<file path="src/rtl/psram_ctrl_pkg.sv">
// Shared types and constants for the quad-SPI PSRAM controller.
package psram_ctrl_pkg;

   typedef enum logic [2:0] {
      S_IDLE,
      S_CMD,
      S_ADDR,
      S_WAIT,
      S_RDATA,
      S_WDATA,
      S_DESEL,
      S_RESP
   } state_t;

   localparam logic [7:0] CMD_QREAD    = 8'hEB;
   localparam logic [7:0] CMD_QWRITE   = 8'h38;
   localparam int         ADDR_NIBBLES = 6;
   localparam int         DATA_NIBBLES = 8;

endpackage

</file>
<file path="src/rtl/psram_wstrb_decode.sv">
// Combinational byte-strobe decoder: first enabled lane, byte count, and
// an error flag for strobe patterns the write sequencer cannot express.
module psram_wstrb_decode (
   input  logic [3:0] wstrb,
   output logic [1:0] lane,
   output logic [2:0] nbytes,
   output logic       err
);

   // Only single bytes, aligned halves and full words map to one burst.
   always_comb begin
      lane   = 2'd0;
      nbytes = 3'd0;
      err    = 1'b0;
      case (wstrb)
         4'b0001: begin lane = 2'd0; nbytes = 3'd1; end
         4'b0010: begin lane = 2'd1; nbytes = 3'd1; end
         4'b0100: begin lane = 2'd2; nbytes = 3'd1; end
         4'b1000: begin lane = 2'd3; nbytes = 3'd1; end
         4'b0011: begin lane = 2'd0; nbytes = 3'd2; end
         4'b1100: begin lane = 2'd2; nbytes = 3'd2; end
         4'b1111: begin lane = 2'd0; nbytes = 3'd4; end
         default: err = 1'b1;
      endcase
   end

endmodule

</file>
<file path="src/rtl/psram_qspi_ctrl.sv">
// Bus-side QSPI master for the quad PSRAM: one 32-bit read (EBh) or
// write (38h) per request, SCK = clk/2, one response per request.
// Optional feature macro: PSRAM_CTRL_PERF_EN adds perf_rd_cnt/perf_wr_cnt.
module psram_qspi_ctrl #(
   parameter int WAIT_CYCLES = 6,
   parameter int DESEL_CLKS  = 2
) (
   input  logic        clk,
   input  logic        reset,
   input  logic        req_valid,
   output logic        req_ready,
   input  logic        req_we,
   input  logic [23:0] req_addr,
   input  logic [31:0] req_wdata,
   input  logic [3:0]  req_wstrb,
   output logic        resp_valid,
   input  logic        resp_ready,
   output logic [31:0] resp_rdata,
   output logic        resp_err,
   output logic        sck,
   output logic        ce_n,
   output logic [3:0]  dio_o,
   output logic [3:0]  dio_oe,
   input  logic [3:0]  dio_i
`ifdef PSRAM_CTRL_PERF_EN
   ,
   output logic [31:0] perf_rd_cnt,
   output logic [31:0] perf_wr_cnt
`endif
);
   import psram_ctrl_pkg::*;

   state_t      state, state_nx;
   logic        ph, ph_nx;          // 0 = SCK low phase, 1 = SCK high phase
   logic [7:0]  cnt, cnt_nx;        // SCK cycles in shifting states, clks in DESEL
   logic [7:0]  last_idx;
   logic [31:0] sr, sr_nx;          // cmd / addr / data shift register, MSB out first
   logic        we_q;
   logic [23:0] baddr_q;
   logic [31:0] wd_q;
   logic [2:0]  nb_q;
   logic [1:0]  dec_lane;
   logic [2:0]  dec_nbytes;
   logic        dec_err;

   psram_wstrb_decode u_wstrb_decode (
      .wstrb  (req_wstrb),
      .lane   (dec_lane),
      .nbytes (dec_nbytes),
      .err    (dec_err)
   );

   function automatic logic is_shift(input state_t s);
      return s inside {S_CMD, S_ADDR, S_WAIT, S_RDATA, S_WDATA};
   endfunction

   // Wire byte order (b0 first) is the reverse of bus word order.
   function automatic logic [31:0] bswap(input logic [31:0] w);
      return {w[7:0], w[15:8], w[23:16], w[31:24]};
   endfunction

   assign req_ready = (state == S_IDLE);

   // Index of the final SCK cycle of the current shifting state.
   always_comb begin
      last_idx = 8'd0;
      case (state)
         S_CMD:   last_idx = 8'd7;
         S_ADDR:  last_idx = 8'(ADDR_NIBBLES - 1);
         S_WAIT:  last_idx = 8'(WAIT_CYCLES - 1);
         S_RDATA: last_idx = 8'(DATA_NIBBLES - 1);
         S_WDATA: last_idx = {4'b0, nb_q, 1'b0} - 8'd1;
         default: last_idx = 8'd0;
      endcase
   end

   // Next state, SCK phase, cycle counter and shift register; shifting and
   // state changes happen only at the clk edge that ends an SCK high phase.
   always_comb begin
      state_nx = state;
      ph_nx    = 1'b0;
      cnt_nx   = cnt;
      sr_nx    = sr;
      case (state)
         S_IDLE: begin
            cnt_nx = 8'd0;
            if (req_valid) begin
               if (req_we && dec_err) begin
                  state_nx = S_RESP;
               end else begin
                  state_nx = S_CMD;
                  sr_nx    = {(req_we ? CMD_QWRITE : CMD_QREAD), 24'h0};
               end
            end
         end
         S_CMD, S_ADDR, S_WAIT, S_RDATA, S_WDATA: begin
            ph_nx = ~ph;
            if (ph) begin
               cnt_nx = cnt + 8'd1;
               if (state == S_CMD) sr_nx = {sr[30:0], 1'b0};
               else                sr_nx = {sr[27:0], (state == S_RDATA) ? dio_i : 4'h0};
               if (cnt == last_idx) begin
                  cnt_nx = 8'd0;
                  case (state)
                     S_CMD: begin
                        state_nx = S_ADDR;
                        sr_nx    = {baddr_q, 8'h0};
                     end
                     S_ADDR: begin
                        if (we_q) begin
                           state_nx = S_WDATA;
                           sr_nx    = wd_q;
                        end else begin
                           state_nx = S_WAIT;
                        end
                     end
                     S_WAIT:  state_nx = S_RDATA;
                     default: state_nx = S_DESEL;
                  endcase
               end
            end
         end
         S_DESEL: begin
            cnt_nx = cnt + 8'd1;
            if (cnt == 8'(DESEL_CLKS)) begin
               cnt_nx   = 8'd0;
               state_nx = S_RESP;
            end
         end
         S_RESP: if (resp_ready) state_nx = S_IDLE;
         default: state_nx = S_IDLE;
      endcase
   end

   // Pad drive follows the current state; read phases release the bus.
   always_comb begin
      dio_o  = 4'h0;
      dio_oe = 4'h0;
      case (state)
         S_CMD: begin
            dio_o  = {3'b000, sr[31]};
            dio_oe = 4'b0001;
         end
         S_ADDR, S_WDATA: begin
            dio_o  = sr[31:28];
            dio_oe = 4'b1111;
         end
         default: ;
      endcase
   end

   // Control state and registered pad/response outputs; CE# stays low for
   // the first DESEL clk so the last high phase is followed by a low phase.
   always_ff @(posedge clk or posedge reset) begin
      if (reset) begin
         state      <= S_IDLE;
         ph         <= 1'b0;
         cnt        <= 8'd0;
         sck        <= 1'b0;
         ce_n       <= 1'b1;
         resp_valid <= 1'b0;
         resp_rdata <= 32'h0;
         resp_err   <= 1'b0;
      end else begin
         state      <= state_nx;
         ph         <= ph_nx;
         cnt        <= cnt_nx;
         sck        <= is_shift(state_nx) & ph_nx;
         ce_n       <= ~(is_shift(state_nx) | (state_nx == S_DESEL && cnt_nx == 8'd0));
         resp_valid <= (state_nx == S_RESP);
         if (state != S_RESP && state_nx == S_RESP) begin
            if (state == S_IDLE) begin
               resp_rdata <= 32'h0;
               resp_err   <= 1'b1;
            end else begin
               resp_rdata <= we_q ? 32'h0 : bswap(sr);
               resp_err   <= 1'b0;
            end
         end
      end
   end

   // Datapath: shift register and request capture on handshake.
   always_ff @(posedge clk) begin
      sr <= sr_nx;
      if (req_valid && req_ready) begin
         we_q    <= req_we;
         baddr_q <= req_addr + (req_we ? {22'b0, dec_lane} : 24'd0);
         wd_q    <= bswap(req_wdata >> {dec_lane, 3'b000});
         nb_q    <= dec_nbytes;
      end
   end

`ifdef PSRAM_CTRL_PERF_EN
   // Completed-transaction counters, bumped on DESEL entry.
   always_ff @(posedge clk or posedge reset) begin
      if (reset) begin
         perf_rd_cnt <= 32'd0;
         perf_wr_cnt <= 32'd0;
      end else if (state != S_DESEL && state_nx == S_DESEL) begin
         if (we_q) perf_wr_cnt <= perf_wr_cnt + 32'd1;
         else      perf_rd_cnt <= perf_rd_cnt + 32'd1;
      end
   end
`endif

endmodule

</file>
<file path="config.mk">
export PLATFORM = sky130hd
export DESIGN_NAME = psram_qspi_ctrl
export DESIGN_NICKNAME = d
export VERILOG_FILES = /design/src/rtl/psram_ctrl_pkg.sv /design/src/rtl/psram_wstrb_decode.sv /design/src/rtl/psram_qspi_ctrl.sv
export SDC_FILE = /design/constraint.sdc
export NUM_CORES = 1
export LEC_CHECK = 0
export CAP_MARGIN = 30
export CORE_UTILIZATION = 50
export CTS_BUF_LIST = sky130_fd_sc_hd__clkbuf_8 sky130_fd_sc_hd__clkbuf_16
export CTS_CLUSTER_SIZE = 12
export DETAILED_ROUTE_END_ITERATION = 8
export PLACE_DENSITY_LB_ADDON = 0.08
export REMOVE_ABC_BUFFERS = 1
export SLEW_MARGIN = 0
export SYNTH_ARGS = -nofsm -noshare
export SYNTH_HDL_FRONTEND = slang
export SYNTH_SLANG_ARGS = --single-unit
export TNS_END_PERCENT = 50
</file>
<file path="constraint.sdc">
create_clock -name clk -period 3.83 [get_ports clk]
set_clock_uncertainty 0.05 [all_clocks]
set_input_delay 0.383 -clock clk [delete_from_list [all_inputs] [get_ports clk]]
set_output_delay 0.383 -clock clk [all_outputs]
set_load 0.02 [all_outputs]
</file>
* After elaboration in Yosys (flattened, before gate mapping) *
Cells that the tools add are included.

word-level totals
  bits of input ports = 69
  logic and storage cells = 99
  output and inout bits = 45
  flip-flop bits (word level) = 140

operators by class
  eq/ne operators = 27
  add/subtract/negate cells = 3
  bitwise gates (word level) = 4
  reductions and logical operators = 17
  shift-type cells = 1
  mux-type cells = 34

operator list
  cell                                            number
  2-to-1 mux 32 bit                               8
  one-hot mux 32 bit (2 select lines)             2
  one-hot mux 8 bit (3 select lines)              2
  2-to-1 mux 8 bit                                4
  >> shifter 32 x 5 -> 32 bit                     1
  adder 24 x 2 -> 24 bit                          1
  == test 3 bit (second input constant)           8
  2-to-1 mux 3 bit                                7
  one-hot mux 3 bit (3 select lines)              2
  one-hot mux 4 bit (2 select lines)              2
  == test 3 x 2 -> 1 bit (second input constant)  4
  == test 4 bit (second input constant)           3
  one-hot mux 3 bit (4 select lines)              1
  OR reduction 2 bit                              5
  adder 8 x 1 -> 8 bit (second input constant)    1
  == test 4 x 2 -> 1 bit (second input constant)  2
  == test 8 x 2 -> 1 bit (second input constant)  1
  == test 8 bit                                   1
  logical NOT 8 bit                               1
  OR reduction 7 bit                              1
  == test 3 x 1 -> 1 bit (second input constant)  2
  != test 2 bit (second input constant)           3
  one-hot mux 2 bit (3 select lines)              1
  nonzero test 5 bit                              1
  16 further kinds                                22

* Logic depth before layout (Yosys ltp) *
  depth in word-level cells = 11
  mapped depth = 14
  mapped depth without buffers = 12

* Hierarchy *
A second synthesis with hierarchy kept.

second synthesis, totals
  cell total of the unflattened synthesis = 690
  area total of the unflattened synthesis = 7562.3 µm²

modules (own cells, without submodules)
  module              seq. area each (µm²)  area each (µm²)  cells each  instances
  psram_qspi_ctrl     3965.1                7420.9           672         1
  psram_wstrb_decode  0.0                   141.4            18          1

* Least setup slack after synthesis *
OpenSTA, ideal clock, no wires.

  path kind = flip-flop to flip-flop
  start point = register state[1]
  end point = register resp_rdata[10]
  library setup time = 79 ps
  data required time = 3701 ps
  setup slack = 134 ps
  arrival = 3567 ps
  buffers on the path = 4
  clock period less this slack = 3696 ps
  cell stages (with the launch flop) = 12
  path through = dfrtp_1 -> buf_6 -> or3_1 -> buf_6 -> clkinv_4 -> and2_1 -> nand2_1 -> o211ai_2 -> and4_4 -> buf_6 -> buf_6 -> mux2i_1

on the way
  elaborated cells on any way between the ends = 24
  those cells by class = 10 x eq/ne; 9 x mux; 5 x reduce/logical

RTL lines
  item                                line                    RTL
  start: declaration                  psram_qspi_ctrl.sv:33   state_t state, state_nx;
  start signal: assignment            psram_qspi_ctrl.sv:165  state <= state_nx;
  logical NOT 3 bit                   -
  via req_ready                       psram_qspi_ctrl.sv:11   output logic req_ready,
  one-hot mux 3 bit (4 select lines)  psram_qspi_ctrl.sv:84   case (state)
  via state_nx[1]                     psram_qspi_ctrl.sv:33
  == test 3 bit                       psram_qspi_ctrl.sv:171  if (state != S_RESP && state_nx == S_RESP) begin
  logical AND 1 bit                   psram_qspi_ctrl.sv:171
  end signal: assignment              psram_qspi_ctrl.sv:176  resp_rdata <= we_q ? 32'h0 : bswap(sr);
  end: declaration                    psram_qspi_ctrl.sv:18   output logic [31:0] resp_rdata,

The timed path passes the listed nets, and every way through them passes these cells.
A chain may end at the register's enable or synchronous reset.

* Worst setup path after layout *
  start point = register state[0]
  end point = register resp_rdata[13]

on the way
  longest elaborated chain between the ends = 9
  elaborated cells on any way between the ends = 24
  those cells by class = 10 x eq/ne; 9 x mux; 5 x reduce/logical

RTL lines
  item                                            line                                                                  RTL
  == test 3 x 1 -> 1 bit (tied with other cells)  psram_qspi_ctrl.sv:67, psram_qspi_ctrl.sv:84, psram_qspi_ctrl.sv:104
  OR reduction 2 bit (no line)                    -
  one-hot mux 8 bit (3 select lines)              psram_qspi_ctrl.sv:67                                                 case (state)
  == test 8 bit                                   psram_qspi_ctrl.sv:102                                                if (cnt == last_idx) begin
  2-to-1 mux 3 bit                                psram_qspi_ctrl.sv:102
  2-to-1 mux 3 bit                                psram_qspi_ctrl.sv:98                                                 if (ph) begin
  one-hot mux 3 bit (4 select lines) (*)          psram_qspi_ctrl.sv:84
  via state_nx[0]                                 psram_qspi_ctrl.sv:33
  == test 3 bit (*)                               psram_qspi_ctrl.sv:171
  logical AND 1 bit (*)                           psram_qspi_ctrl.sv:171

The timed path passes the listed nets; every way through them passes the cells marked *.

==> impl_metrics.toml <==
[global_routing]
use_met3_pct = 5.135
grt_pass1_vias = 5934
grt_first_pass_wirelength_um = 31750
grt_max_degree = 61
grt_usage_pct = 26.55
overflow = 0
grt-busiest-layer = "met2"
use_met1_pct = 37.71
antenna_found_initial = 0
use_met2_pct = 40.29

[status]
violations = "design-rule violations"
status = "complete, but fails checks"

[clock_network]
cts_hold_buf = 0
cts.sinks = 140
post-cts-setup-buffers = 0
htreeDepth = 4
clkTransAtPathRegs_ns = 0.06
numCtsBuffers = 17
clockBufferDepth = 2
cts_tree = "yes"
clock-root-buffer = "clkbuf_16"
insertion_delay_ns = 0.42
ctsResizeCount = 0

[placement]
numPortBuffers = 113
dp.cells = 1032
routabilityCongestion = 0.9411
dp_hpwl_um = 14890

[timing]
hold-worst-slack_ns = 0.1456
period_share_pct = 94.74
worstMarginPinSlew_ns = 0.8610
finalHoldViolations = 0
finalSetupViolCount = 0
maxSlewViolCount = 0
period_needed_ns = 3.628
rsz0062_at_grt = "no"
slew_headroom_pct = 41.12
fmax_ghz = 0.2756

[synth]
synth_edf_count = 92
ys_seq_area_share_pct = 51.93
synthArstFlopShare_pct = 34.29
yosysTopAreaCell = "edfxtp_1"
ys_warn_count = 0
synth_cells = 761
syn_area_um2 = 7636
synth_area_leaders = "edfxtp_1, dfrtp_1, nand2_1"
netlist.area_leader.share_pct = 36.18
synthFlopType = "edfxtp_1"
synthTopCellsByCount = "nand2_1, edfxtp_1, nor2_1"
postSynthAreaPerCell_um2 = 10.03
ys_ff_latch = 140
synth.distinct_cells = 66
synth_most_common_cell = "nand2_1"

[worst_setup_path]
endpoint_kind = "flip-flop"
worstPathRequired_ns = 4.11
crit_path_max_fanout = 33
arrival_ns = 3.91
path_cells = "buf_4 > nand2_1 > a2111oi_0 > nor4_2 > and3_1 > nand2_4 > o221a_4 > and4_4 > mux2i_1"
crit_type = "flip-flop to flip-flop"
crit_slowest_cell = "a2111oi_0"
worstSetupStartpointType = "flip-flop"
slowest_delay_ns = 0.80

[floorplan]
rows = 44
design.core.area_um2 = 14700
dieArea_um2 = 15770
die_w_um = 125.6
start_util_pct = 51.95
dieHeight_um = 125.6
io_pins = 114

[job]
maxCapViolations = 0

[layout]
fin_cells = 1064
syn_to_final_growth_pct = 24.20
fin_nets = 942
fillers = 1179
ff_latch_area_um2 = 3965
antenna_cells = 0
multi_input_area_um2 = 3228
layout-drive-gt1-share_pct = 8.750

[routing]
avgRoutedWirePerCell_um = 18.85
wirelength_um = 20050
drt_iter0_drc = 472
drt_first_pass_iters = 7
drtAntennaViolNets = 0
drc = 9
vias = 6097
viasPerCell = 5.730

[pwr]
p_leak_nw = 3.756
p_per_area_nw_per_um2 = 637.9
peakVddDrop_mv = 0.3340

[worst_hold_path]
worstHoldPathType = "input port to asynchronous set/reset pin"
-- area by class of cell --
class	instances	share of cell area (%)
clock buffer	17	4.485
clock inverter	15	1.332
inverter	52	2.111
multi-input combinational	521	34.04
sequential	140	41.81
tap	184	2.427
timing repair buffer	135	13.80
-- routing by layer --
metal	wire length (um)	part of all wire [%]	vias to the layer above
met5	0	0	-
met4	445	2.2	0
met3	1622	8.1	28
met2	8984	45	274
met1	9001	45	2883
li1	-	-	2912
-- kinds of logic after synthesis --
logic type | synth area share [%]
AO/OA/AOI/OAI | 13.94
XOR/XNOR | 2.982
AND/OR/NAND/NOR | 16.60
multiplexers | 7.619
flip-flops | 51.93
buffers and inverters | 5.849
adder cells (fa/ha/maj) | 1.081
-- power breakdown --
part | internal [mW] | total, mW | switching (mW)
logic | 0.918 | 2.08 | 1.16
registers | 2.10 | 2.44 | 0.344
clock network | 0.936 | 1.53 | 0.593
total | 3.95 | 6.05 | 2.10
-- path summary, 6_finish.rpt --
check / endpoint / startpoint / slack (ns) / cells past startpoint
worst max register to register: resp_rdata[13]$_DFFE_PP0P_ / state[0]$_DFF_PP0_ / 0.20 / 9
worst min register to register: resp_rdata[8]$_DFFE_PP0P_ / resp_rdata[8]$_DFFE_PP0P_ / 0.47 / 2
worst max-delay path: resp_rdata[13]$_DFFE_PP0P_ / state[0]$_DFF_PP0_ / 0.20 / 9
max in group asynchronous: resp_rdata[21]$_DFFE_PP0P_ / reset / 3.11 / 3
min in group clk: resp_rdata[8]$_DFFE_PP0P_ / resp_rdata[8]$_DFFE_PP0P_ / 0.47 / 2
worst min-delay path: cnt[2]$_DFF_PP0_ / reset / 0.15 / 2
-- sequential cells by signal, indices dropped and copies added, names as in the netlist --
name and cells:
resp_rdata 32, sr 32, wd_q 32, baddr_q 24, cnt 8, nb_q 3
state 3, ce_n 1, ph 1, resp_err 1, resp_valid 1, sck 1
we_q 1
-- critical path, delay by kind of cell, from the launching register on --
kind / cells / cell delay (ns)
and+or+nand+nor: 5 / 1.35
DFF: 1 / 0.51
muxes: 1 / 0.27
AOI/OAI and AO/OA: 2 / 1.03
buffers and inverters: 1 / 0.29
-- cells in the final DEF, fill, tap and decap left out, types with 5 or more instances in the layout --
cell type        synthesis  routed
a211oi_1                 8       8
a21oi_1                 45      45
a221o_1                 11      11
a22oi_1                 14      14
and2_1                   6       5
and3_1                  20      20
buf_4                    2      21
clkbuf_16                0      17
clkdlybuf4s50_1          0     113
dfrtp_1                 47      47
edfxtp_1                92      92
ha_1                     5       5
inv_1                   51      57
mux2_2                   9       9
mux2i_1                 48      48
nand2_1                137     137
nand3_1                 14      14
nand3b_1                 5       5
nand4_1                  8       8
nor2_1                  54      53
nor2b_1                  6       6
nor3_1                   6       6
o21ai_0                 35      35
xnor2_1                 18      18
xor2_1                   8       8
-- per-stage QoR --
stage,util [%],worst slack [ns],TNS (ns),instance area [um^2],power [mW]
finish,64.52,0.2015,0,9484,6.050
global route,64.52,0.03270,0,9484,6.357
CTS,64.52,0.2922,0,9484,6.054
detailed placement,60.77,0.2712,0,8932,4.517
global placement,60.63,0.3355,0,8912,4.465
floorplan,-,-0.2081,-6.795,7390,3.575
(Power assumes the default switching activity.)
